===== src/rtl/bcd_event_counter.sv =====
// N-digit BCD up/down event counter with clear, clamped parallel load, wrap/saturate and sticky ovf.
// Optional lap snapshot register enabled by defining BCD_EVENT_COUNTER_LAP_EN.

module bcd_digit_step (
  input  logic [3:0] d,
  input  logic       cin,
  input  logic       up,
  output logic [3:0] nxt,
  output logic       cout
);
  always_comb begin
    nxt  = d;
    cout = 1'b0;
    if (cin) begin
      if (up) begin
        if (d >= 4'd9) begin
          nxt  = 4'd0;
          cout = 1'b1;
        end else begin
          nxt = d + 4'd1;
        end
      end else begin
        if (d == 4'd0) begin
          nxt  = 4'd9;
          cout = 1'b1;
        end else begin
          nxt = d - 4'd1;
        end
      end
    end
  end
endmodule

module bcd_event_counter #(
  parameter int NUM_DIGITS = 4,
  parameter int SATURATE   = 0
) (
  input  logic                    clk,
  input  logic                    rst_n,
  input  logic                    clr,
  input  logic                    evt,
  input  logic                    up_dn,
  input  logic                    load,
  input  logic [4*NUM_DIGITS-1:0] load_val,
`ifdef BCD_EVENT_COUNTER_LAP_EN
  input  logic                    lap,
  output logic [4*NUM_DIGITS-1:0] lap_val,
`endif
  output logic [4*NUM_DIGITS-1:0] count,
  output logic                    tc,
  output logic                    ovf
);
  localparam int W = 4*NUM_DIGITS;
  localparam logic [W-1:0] ALL9 = {NUM_DIGITS{4'h9}};

  logic [W-1:0]        count_q, count_d;
  logic                ovf_q, ovf_d;
  logic [W-1:0]        step_val, load_clamped;
  logic [NUM_DIGITS:0] chain;

  assign chain[0] = 1'b1;

  // Ripple chain: carry/borrow out of the top digit marks a wrap at the limit.
  for (genvar i = 0; i < NUM_DIGITS; i++) begin : g_dig
    bcd_digit_step u_step (
      .d    (count_q[4*i +: 4]),
      .cin  (chain[i]),
      .up   (up_dn),
      .nxt  (step_val[4*i +: 4]),
      .cout (chain[i+1])
    );
    assign load_clamped[4*i +: 4] = (load_val[4*i +: 4] > 4'd9) ? 4'd9 : load_val[4*i +: 4];
  end

  always_comb begin
    count_d = count_q;
    ovf_d   = ovf_q;
    if (clr) begin
      count_d = '0;
      ovf_d   = 1'b0;
    end else if (load) begin
      count_d = load_clamped;
    end else if (evt) begin
      ovf_d = ovf_q | chain[NUM_DIGITS];
      if (chain[NUM_DIGITS] && (SATURATE != 0)) count_d = count_q;
      else                                       count_d = step_val;
    end
  end

  always_ff @(posedge clk or negedge rst_n) begin
    if (!rst_n) begin
      count_q <= '0;
      ovf_q   <= 1'b0;
    end else begin
      count_q <= count_d;
      ovf_q   <= ovf_d;
    end
  end

`ifdef BCD_EVENT_COUNTER_LAP_EN
  logic [W-1:0] lap_val_q, lap_val_d;

  // Snapshot captures the post-edge value so a coincident step/clr/load is included.
  always_comb begin
    lap_val_d = lap_val_q;
    if (lap) lap_val_d = count_d;
  end

  always_ff @(posedge clk or negedge rst_n) begin
    if (!rst_n) lap_val_q <= '0;
    else        lap_val_q <= lap_val_d;
  end

  assign lap_val = lap_val_q;
`endif

  assign count = count_q;
  assign ovf   = ovf_q;
  assign tc    = up_dn ? (count_q == ALL9) : (count_q == '0);
endmodule


===== config.mk =====
export PLATFORM = sky130hd
export DESIGN_NAME = bcd_event_counter
export DESIGN_NICKNAME = d
export VERILOG_FILES = /design/src/rtl/bcd_event_counter.sv
export SDC_FILE = /design/constraint.sdc
export NUM_CORES = 1
export LEC_CHECK = 0
export CAP_MARGIN = 20
export CORE_UTILIZATION = 55
export CTS_CLUSTER_DIAMETER = 100
export DETAILED_ROUTE_END_ITERATION = 12
export GPL_TIMING_DRIVEN = 0
export PLACE_DENSITY = 0.91
export SLEW_MARGIN = 20
export SYNTH_ARGS = -nofsm -noshare
export SYNTH_HDL_FRONTEND = slang
export SYNTH_HIERARCHICAL = 1
export SYNTH_SLANG_ARGS = --single-unit

===== constraint.sdc =====
create_clock -name clk -period 6.46 [get_ports clk]
set_input_delay 1.292 -clock clk [delete_from_list [all_inputs] [get_ports clk]]
set_output_delay 1.292 -clock clk [all_outputs]
set_load 0.1 [all_outputs]

==> summary.md, run 1 <==
| Metric | Value |
|---|---|
| Status | `finished, final reports clean` |
| Final setup skew | `2.03 ps` |
| Starting DRT DRC Count | `231` |
| Residual DRC count | `0` |
| CP Capture Type | `output port` |
| Number of global-route vias before repair | `1,879` |
| Synthesized netlist cell count | `244` |
| Initial Util | `0.575` |
| Worst hold path class | `flop to flop` |
| Register area | `425 µm²` |
| Max FO, Critical Path | `30` |
| Post-Layout Cell Count | `333` |
| CTS Buf Count | `3` |
| Overall Power | `406 µW` |
| Final setup vio count | `0` |
| Post-synth EDFFs | `0` |
| Placed cells | `329` |
| Hold Vio Cnt, Final | `0` |
| Syn nets | `282` |
| Die span in y | `63.9 µm` |
| Layout area overhead | `22.6%` |
| Yosys warning total | `6` |
| Final setup TNS | `0 ps` |
| DP HPWL | `3860 µm` |
| Setup CP Type | `input port to output port` |
| Ports | `40` |
| Actual slew at the worst max-slew pin | `977 ps` |
| Ant diodes | `0` |
| Post-synth ARST share | `1.00` |
| Maximum root-to-sink buffer count | `2` |
| Core Region | `3660 µm²` |
| Die ar. | `4080 µm²` |
| Max Slew Vio Count | `0` |
| Layout Nets | `324` |
| Post_cts resized | `0` |
| Post-synthesis register bit count | `17` |
| PD cells | `157 nW/µm²` |
| Gr usage total | `0.271` |
| Mapped Avg Cell Area | `8.63 µm²` |
| Worst path arrival time | `4560 ps` |
| Number of distinct library cells after synthesis | `42` |
| Root buffer cell | `clkbuf_8` |
| Cts hold-fix bufs | `0` |
| Fillcell total | `287` |
| Initial antenna violation count | `0` |
| Critical Path Source Type | `input port` |
| Tcrit/Tclk final | `0.906` |
| Total number of vias | `2,093` |
| Seq/Total Area, Yosys | `0.202` |
| CP required | `5170 ps` |
| Max Freq | `171 MHz` |
| Rows | `22` |
| Area of the multi-input gates | `1470 µm²` |
| Final ANT Viol Nets | `0` |
| H-tree depth | `1` |
| Share of cells above drive strength 1 | `0.179` |
| Max_slew headroom | `0.347` |
| Synth Cell Area | `2100 µm²` |
| Mean number of vias per cell | `6.29` |
| DR WL/cell | `16.2 µm` |
| Detailed Routing Iterations Pass 1 | `4` |
| Grt total ovfl | `0` |
| Port Buffers | `37` |
| Worst VDD drop | `0.182 mV` |
| Leak | `1.05 nW` |
| Max Cap Viol | `0` |
| Worst-Skew Late Latency | `250 ps` |
| Fin crit period | `5860 ps` |
| CTS tree | `built` |
| Clock transition at path regs | `60 ps` |
| Largest net degree at the start of global routing | `31` |
| Unrepaired setup endpoints after global routing | `no` |
| Global-route wire length before repair | `8800 µm` |
| Detailed Route WL | `5380 µm` |
| Post-CTS setup buffers | `0` |
| Die Width | `63.9 µm` |
| Global placement routability congestion | `0.866` |
| Ys flop type | `dfrtp_1` |
| CTS Sinks | `17` |
report_power, final:
group / leakage, nW / switching [mW] / internal [mW]
clock network: 0.0228 / 0.0355 / 0.0438
logic: 0.802 / 0.119 / 0.0805
registers: 0.226 / 0.0143 / 0.113
per-layer routing:
layer	vias to the layer above	part of all wire	track usage
met4	0	0.0074	0.0540
met2	82	0.49	0.463
li1	1008	-	-
met1	997	0.45	0.361
met5	-	0	0
met3	6	0.052	0.0393
cell type report:
type	instances	share of cell area
Timing Repair Buffer	37	0.144
Clock buffer	4	0.0175
Multi-Input combinational cell	192	0.571
Inverter	17	0.0247
Buffer	18	0.0548
Tap cell	48	0.0233
Sequential cell	17	0.165
placed cells by master (no fill, tap or decap), types with 9 or more instances in the layout:
| master | count |
|---|---|
| buf_6 | 9 |
| clkdlybuf4s50_1 | 37 |
| dfrtp_1 | 17 |
| ha_1 | 16 |
| inv_1 | 17 |
| mux2_2 | 9 |
| mux2i_1 | 11 |
| nand3_1 | 10 |
| nor2_1 | 23 |
| o21ai_0 | 12 |
path summary, 6_finish.rpt:
kind	startpoint	to	slack (ps)	cells past startpoint
hold / removal	ovf	ovf	520	2
setup / recovery	up_dn	tc	600	5
max in group asynchronous	rst_n	count[1]	4510	1
setup reg to reg	count[0]	count[15]	2680	18
min in group asynchronous	rst_n	ovf	1480	1
hold reg to reg	ovf	ovf	520	2
stage by stage:
stage	hold slack [ps]	instance area (µm²)	setup slack, ps	utilization
after CTS	521	2580	629	0.705
after floorplan	996	2100	1520	-
after global routing	546	2580	434	0.705
after global placement	497	2530	758	0.692
after detailed placement	485	2530	636	0.692
final	524	2580	604	0.705
registers in the layout (all words and copies together) (netlist names):
signal,cells
ovf,1
count,16
critical path, cell delays in order:
cell and delay (ps):
clkdlybuf4s50_1 1110, nand4bb_1 210, or3_1 410, a2111oi_2 340, clkdlybuf4s50_1 1200
cells by family (layout without fill, tap and decap cells):
| kind of cell | Yosys count | after routing | share of synthesized area |
|---|---|---|---|
| DFF | 17 | 17 | 0.202 |
| buffers and inverters | 35 | 76 | 0.0975 |
| muxes | 20 | 20 | 0.100 |
| other | 1 | 1 | 0.00178 |
| adders and majority gates | 16 | 16 | 0.0951 |
| and+or+nand+nor | 85 | 85 | 0.244 |
| AOI/OAI and AO/OA | 70 | 70 | 0.259 |
synth_stat cells (all sizes together), types with 6 or more instances:
master / n / area (µm²)
nor2: 23 / 86.3
dfrtp: 17 / 425
inv: 17 / 63.8
ha: 16 / 200
buf: 15 / 130
o21ai: 12 / 60.1
mux2i: 11 / 110
nand3: 10 / 50.1
a2111oi: 9 / 85.1
mux2: 9 / 101
a31o: 8 / 70.1
nand2: 8 / 30.0
a21oi: 7 / 35.0
a22oi: 6 / 45.0
nand3b: 6 / 45.0
(Power assumes the default switching activity.)
==> run 2: changes to the inputs <==
Settings changed: CORE_UTILIZATION 55 to 50, PLACE_DENSITY 0.91 to 0.84.
==> summary.md, run 2 (same netlist as run 1, synthesis figures left out) <==
| Metric | Value |
|---|---|
| Gr usage total | `0.244 (-0.0270)` |
| Worst path cell trace | `clkdlybuf4s50_1 > nand4bb_1 > or3_1 > a2111oi_2 > clkdlybuf4s50_1` |
| Unrepaired setup endpoints after global routing | `no` |
| Worst VDD drop | `0.112 mV (-39%)` |
| Maximum root-to-sink buffer count | `2 (unchanged)` |
| Global-route wire length before repair | `8310 µm (-5.5%)` |
| CP required | `5170 ps (about the same)` |
| Starting DRT DRC Count | `141 (-39%)` |
| Initial antenna violation count | `0 (unchanged)` |
| Port Buffers | `37 (unchanged)` |
| Hold Path Depth | `2 (unchanged)` |
| Die span in y | `66.9 µm (+4.7%)` |
| CP top delay family | `buffers and inverters` |
| Design area | `2580 µm² (about the same)` |
| Most frequent cells in the layout | `37 x clkdlybuf4s50_1, 23 x nor2_1, 17 x inv_1, 17 x dfrtp_1, 16 x ha_1` |
| Total number of vias | `2,034 (-2.8%)` |
| Final setup vio count | `0 (unchanged)` |
| Commonest non-fill, non-tap cell in the layout | `clkdlybuf4s50_1` |
| Grt total ovfl | `0 (unchanged)` |
| Worst hold path class | `flop to flop` |
| Wl on met1 | `2320 µm (-4.2%)` |
| Dpl cell area | `2540 µm² (about the same)` |
| Rows | `23 (+4.5%)` |
| Cts hold-fix bufs | `0 (unchanged)` |
| PD cells | `158 nW/µm² (+0.19%)` |
| Routed wl met3 | `197 µm (-29%)` |
| CTS Buf Count | `3 (unchanged)` |
| Max reg flops | `16 (unchanged)` |
| Ant diodes | `0 (unchanged)` |
| Ports | `40 (unchanged)` |
| Fin crit period | `5790 ps (-62.1 ps)` |
| Mean number of vias per cell | `6.07 (-3.4%)` |
| Critical Path Source Type | `input port` |
| H-tree depth | `1 (unchanged)` |
| Setup slack, reg-to-reg | `2760 ps (+80 ps)` |
| Hold Vio Cnt, Final | `0 (unchanged)` |
| Largest net degree at the start of global routing | `31 (unchanged)` |
| Final setup skew | `5.94 ps (+3.91 ps)` |
| Residual DRC count | `0 (unchanged)` |
| Layout area overhead | `22.7% (about the same)` |
| Core Region | `4030 µm² (+10%)` |
| Setup CP Type | `input port to output port` |
| Tcrit/Tclk final | `0.897 (-0.00962)` |
| Max Slew Vio Count | `0 (unchanged)` |
| Detailed Routing Iterations Pass 1 | `4 (unchanged)` |
| CP Capture Type | `output port` |
| Leak | `1.05 nW (unchanged)` |
| DR WL/cell | `15.1 µm (-6.3%)` |
| Final setup TNS | `0 ps (unchanged)` |
| Layout Nets | `324 (unchanged)` |
| DP HPWL | `3670 µm (-4.9%)` |
| Clock transition at path regs | `70 ps (about the same)` |
| Die Width | `66.9 µm (+4.7%)` |
| Top cell by count, worst path | `clkdlybuf4s50_1` |
| Max Cap Viol | `0 (unchanged)` |
| Number of global-route vias before repair | `1,844 (-1.9%)` |
| WL met2 | `2490 µm (-5.3%)` |
| Buf/Inv on CP | `2 (unchanged)` |
| FF-to-FF path depth | `18 (unchanged)` |
| Global placement routability congestion | `0.867 (+0.13%)` |
| Die ar. | `4470 µm² (+9.7%)` |
| Status | `finished, final reports clean` |
| Worst path arrival time | `4500 ps (-60 ps)` |
| Slowest-stage cell, CP | `clkdlybuf4s50_1` |
| Worst stage delay on the critical path | `1200 ps (about the same)` |
| Hold endpoint | `ovf` |
| Final ANT Viol Nets | `0 (unchanged)` |
| CTS Sinks | `17 (unchanged)` |
| Hold wc startpoint | `ovf` |
| Actual slew at the worst max-slew pin | `974 ps (-2.33 ps)` |
| Post_cts resized | `0 (unchanged)` |
| Reg-to-Reg End | `count[14]` |
| Initial Util | `0.522 (-0.0525)` |
| Worst-Skew Late Latency | `260 ps (about the same)` |
| Post-CTS setup buffers | `0 (unchanged)` |
| Max Freq | `173 MHz (+1.1%)` |
| Share of cells above drive strength 1 | `0.179 (unchanged)` |
| CTS tree | `built` |
| Max FO, Critical Path | `30 (unchanged)` |
| Root buffer cell | `clkbuf_8` |
| Max_slew headroom | `0.348 (+0.00156)` |
| Highest routed metal layer | `met4` |
| Reg-to-Reg Start | `count[0]` |
| Detailed Route WL | `5070 µm (-5.7%)` |
-- run 2: worst max path at each step --
stage / from / end / slack [ps] / depth (start not counted)
finish: up_dn / tc / 670 / 5
global route: up_dn / tc / 530 / 5
CTS: up_dn / tc / 700 / 5
detailed placement: up_dn / tc / 710 / 5
global placement: up_dn / tc / 700 / 5
floorplan: up_dn / tc / 1520 / 3
-- run 2: report_power, final --
part	leakage, nW	switching, mW	total [mW]	internal (mW)
sequential	0.226	0.0144	0.127	0.113
clock	0.0228	0.0397	0.0836	0.0439
combinational	0.802	0.116	0.197	0.0803
-- run 2: per-layer routing --
layer	track usage	up-vias
li1	-	1009
met2	0.438	54
met5	0	-
met4	0.0851	0
met3	0.0120	4
met1	0.306	967
-- run 2: tightest hold or removal path: stages (launching register included) --
cell     delay, ps
dfrtp_1        350
a31oi_1         50
nor2_1          80
-- run 2: cell type report --
class	instances	area, µm²
fillers	350	1450
flip-flops and latches	17	425
well taps	50	62.6
plain buffers	18	141
multi-input cells	192	1470
repair buffers	37	370
inverters	17	63.8
clock buffers	4	45.0
-- run 2: metrics by stage --
step / power (mW) / utilization / hold WS [ps] / worst slack, ps / instances
floorplan: 0.272 / - / 996 / 1520 / 244
global placement: 0.321 / 0.630 / 492 / 703 / 331
detailed placement: 0.324 / 0.630 / 488 / 711 / 331
CTS: 0.407 / 0.641 / 524 / 701 / 335
global route: 0.428 / 0.641 / 535 / 532 / 335
finish: 0.407 / 0.641 / 521 / 666 / 335
